==> src/rtl/pipeline_fifo.sv <==
// Registered circular-buffer FIFO between two valid/backpressure stages.
// Output is registered, so din has no combinational path to dout.
module pipeline_fifo #(
  parameter int Width = 8,
  parameter int Depth = 4
) (
  input  logic                       clk,
  input  logic                       resetn,
  input  logic [Width-1:0]           din,
  input  logic                       din_valid,
  output logic                       din_bp,
  output logic [Width-1:0]           dout,
  output logic                       dout_valid,
  input  logic                       dout_bp,
  output logic [$clog2(Depth+1)-1:0] count
);

  localparam int PW = $clog2(Depth);
  localparam int CW = $clog2(Depth+1);

  logic [Width-1:0] r_mem [Depth];
  logic [PW-1:0]    r_wptr;
  logic [PW-1:0]    r_rptr;
  logic [CW-1:0]    r_count;

  logic w_full;
  logic w_push;
  logic w_pop;

  // Full refuses a push even when popping the same cycle, keeping
  // din_bp free of any dependence on the downstream stage.
  assign w_full     = (r_count == CW'(Depth));
  assign din_bp     = !resetn || w_full;
  assign dout_valid = resetn && (r_count != '0);
  assign dout       = r_mem[r_rptr];
  assign count      = r_count;

  assign w_push = din_valid && !din_bp;
  assign w_pop  = dout_valid && !dout_bp;

  always_ff @(posedge clk) begin
    if (w_push) begin
      r_mem[r_wptr] <= din;
    end
  end

  always_ff @(posedge clk) begin
    if (!resetn) begin
      r_wptr  <= '0;
      r_rptr  <= '0;
      r_count <= '0;
    end else begin
      if (w_push) begin
        r_wptr <= r_wptr + PW'(1);
      end
      if (w_pop) begin
        r_rptr <= r_rptr + PW'(1);
      end
      unique case ({w_push, w_pop})
        2'b10:   r_count <= r_count + CW'(1);
        2'b01:   r_count <= r_count - CW'(1);
        default: r_count <= r_count;
      endcase
    end
  end

endmodule

==> config.mk <==
export PLATFORM = sky130hd
export DESIGN_NAME = pipeline_fifo
export DESIGN_NICKNAME = d
export VERILOG_FILES = /design/src/rtl/pipeline_fifo.sv
export SDC_FILE = /design/constraint.sdc
export NUM_CORES = 1
export LEC_CHECK = 0
export ABC_AREA = 0
export CELL_PAD_IN_SITES_DETAIL_PLACEMENT = 2
export CELL_PAD_IN_SITES_GLOBAL_PLACEMENT = 2
export CORE_MARGIN = 4
export CORE_UTILIZATION = 30
export CTS_CLUSTER_DIAMETER = 80
export DETAILED_ROUTE_END_ITERATION = 7
export GPL_TIMING_DRIVEN = 0
export PLACE_DENSITY_LB_ADDON = 0.1
export RECOVER_POWER = 100
export SLEW_MARGIN = 25
export SYNTH_ARGS = -nofsm -noshare
export SYNTH_HDL_FRONTEND = slang
export SYNTH_SLANG_ARGS = --single-unit
export TNS_END_PERCENT = 30
==> constraint.sdc <==
create_clock -name clk -period 2.1 [get_ports clk]
set_input_delay 0.42 -clock clk [delete_from_list [all_inputs] [get_ports clk]]
set_output_delay 0.42 -clock clk [all_outputs]
set_load 0.05 [all_outputs]
==> impl_metrics.csv <==
group,metric,value,unit
run_status,status,"finished, violations left",
run_status,violations,"negative setup slack",
floorplan,initial_core_util,31.8,%
placement,place_ws,-0.638,ns
placement,port_buffers,24,
timing,max_freq,474,MHz
cts,cts.sinks,41,
cts,clk_pin_slew,0.08,ns
floorplan,die_y,82.8,µm
routing,routed_via_density,4.56,
cts,clock_latency,0.28,ns
routing,postRouteAntennaNets,0,
timing,skew,0.00326,ns
floorplan,dieWidth,82.8,µm
routing,drc,0,
power_and_ir_drop,leakagePower,0.000727,µW
timing,rsz0062_at_grt,"true",
global_routing,grt-ovfl-total,0,
logic_synthesis,ys_seq_area_share,68.0,%
worst_setup_path,arrival,1.69,ns
timing,finalWorstSetupSlack,-0.0108,ns
routing,vias,907,
power_and_ir_drop,power,1910,µW
worst_setup_path,critPathMaxStageDelay,0.56,ns
floorplan,num_rows,26,
cts,clockBufferDepth,2,
finish,nFillCells,539,
finish,seqCellArea,1140,µm²
finish,area_growth,26.2,%
routing,first_pass_iters,2,
worst_setup_path,end_kind,"output pin",
logic_synthesis,syn_area,1680,µm²
global_routing,grt_usage,11.3,%
floorplan,pin_count,25,
worst_setup_path,required,1.68,ns
worst_setup_path,crit_type,"reg -> out",
finish,diodes,0,
timing,slew_headroom,50.3,%
finish,layout-drive-gt1-share,22.5,%
timing,hold_violations,0,
floorplan,die-area,6850,µm²
global_routing,grt_max_degree,13,
floorplan,core_area,5270,µm²
placement,globalplace.congestion,0.685,
timing,setup_tns,-0.0108,ns
timing,setup-violations-final,1,
logic_synthesis,yosys_register_bits,41,
logic_synthesis,syn-mean-instance-area,17.1,µm²
cts,cts_tree,"built",
cts,root_buffer,"clkbuf_8",
global_routing,antenna_found_initial,0,
cts,cts_made_buffers,5,
timing,min_period_over_period,101,%
placement,dp_hpwl,2490,µm
finish,multi_input_area,513,µm²
logic_synthesis,synth_warnings,0,
global_routing,grt_pass1_wl,5380,µm
global_routing,first_global_vias,1023,
worst_hold_path,hp-class,"reg -> reg",
logic_synthesis,synth.distinct_cells,24,
timing,worst-slew-pin-transition,0.745,ns
cts,postCtsSetupRepairBufs,0,
worst_setup_path,setup.worst_path.start_class,"register",
power_and_ir_drop,peakVddDrop,0.000327,V
logic_synthesis,syn-instance-count,98,
routing,wl_per_cell,17.1,µm
finish,fin_nets,146,
worst_setup_path,slowest_stage,"mux4_1",
routing,drtIter0Drc,23,
job,maxCapViolations,0,
worst_setup_path,crit_path_cell_trace,"buf_6, mux4_1, clkdlybuf4s15_2",
timing,timing.final.crit_period,2.11,ns
worst_setup_path,cp_max_fo,8,
routing,routed_wl,3410,µm
timing,drv_slew,0,
logic_synthesis,syn-num-nets,116,
power_and_ir_drop,power_density,900,nW/µm²
cts,htreeDepth,2,
## state kept, by name, indices dropped and copies added, names as in the netlist, named ones only
signal	flops
count	3
r_mem	32
r_rptr	2
r_wptr	2
## cells by family after synthesis
logic type,Yosys count,synth area share (%)
fa+ha+maj,6,4.92
xor+xnor,2,1.04
mux,11,13.4
flops,41,68.0
buf+inv,10,2.68
compound gates,7,2.76
simple gates,21,7.16
## Yosys cell counts, drive strengths merged
cell,count,area [µm²]
edfxtp,32,961
dfxtp,9,180
mux4,8,195
inv,7,26.3
nand2,7,26.3
and2,6,37.5
ha,5,62.6
a21boi,3,22.5
mux2i,3,30.0
o21ai,3,15.0
clkbuf,2,7.51
nor3b,2,15.0
or3,2,12.5
a21oi,1,8.76
and2b,1,8.76
buf,1,11.3
fa,1,20.0
nand2b,1,6.26
nor2,1,3.75
nor3,1,10.0
xnor2,1,8.76
xor2,1,8.76
## per-layer routing
metal  global-route usage, %  routed length, µm  share of wire [%]
met3                    3.13                113                3.3
met4                    3.92                 36                1.1
met2                    21.1               1950                 57
met5                       0                  0                  0
met1                    12.0               1310                 38
## cell usage in the layout, fill, tap and decap left out, types with 4 or more instances in the layout
master            n
mux4_2            4
clkdlybuf4s15_2   5
clkbuf_8          5
nand2_1           7
ha_1              5
inv_1             7
dfxtp_1           6
edfxtp_1         32
dlygate4sd3_1    11
mux4_1            4
and2_0            4
## critical path, delay by kind of cell, from the launching register on
kind / cells / cell delay (ns)
DFF: 1 / 0.33
muxes: 1 / 0.56
buffers and inverters: 2 / 0.51
## worst paths after layout
kind	from	to	slack (ns)	depth (start not counted)
worst max-delay path	register	dout[1]	-0.01	3
worst min-delay path	r_rptr[1]$_SDFFE_PN0P_	register	0.49	2
worst max register to register	count[1]$_SDFFE_PN0P_	count[2]$_SDFFE_PN0P_	0.07	9
worst min register to register	r_rptr[1]$_SDFFE_PN0P_	register	0.49	2
## power breakdown
| part | switching [µW] | internal [µW] | total (µW) |
|---|---|---|---|
| clock network | 260 | 351 | 611 |
| registers | 27.8 | 918 | 945 |
| logic | 222 | 128 | 349 |
## what timing repair did
action	4_1_cts	5_1_grt
resized for setup	38	7
hold buffers	0	0
endpoints found under the setup margin	12	10
pin swaps	2	0
## layout make-up
| cell class | count | area share (%) |
|---|---|---|
| plain buffers | 2 | 0.768 |
| well taps | 70 | 4.14 |
| clock inverters | 2 | 1.60 |
| repair buffers | 24 | 10.5 |
| multi-input cells | 47 | 24.2 |
| inverters | 7 | 1.24 |
| flip-flops and latches | 41 | 54.1 |
| clock buffers | 6 | 3.43 |
## through the flow
step                      instance area (µm²)  hold slack (ns)  cells  utilization, %
after floorplan                          1680            0.445     98               -
after global placement                   2010            0.457    192            38.1
after detailed placement                 2010            0.481    192            38.1
after CTS                                2140            0.493    199            40.6
after global routing                     2120            0.523    199            40.2
final                                    2120            0.487    199            40.2
(Power assumes the default switching activity.)
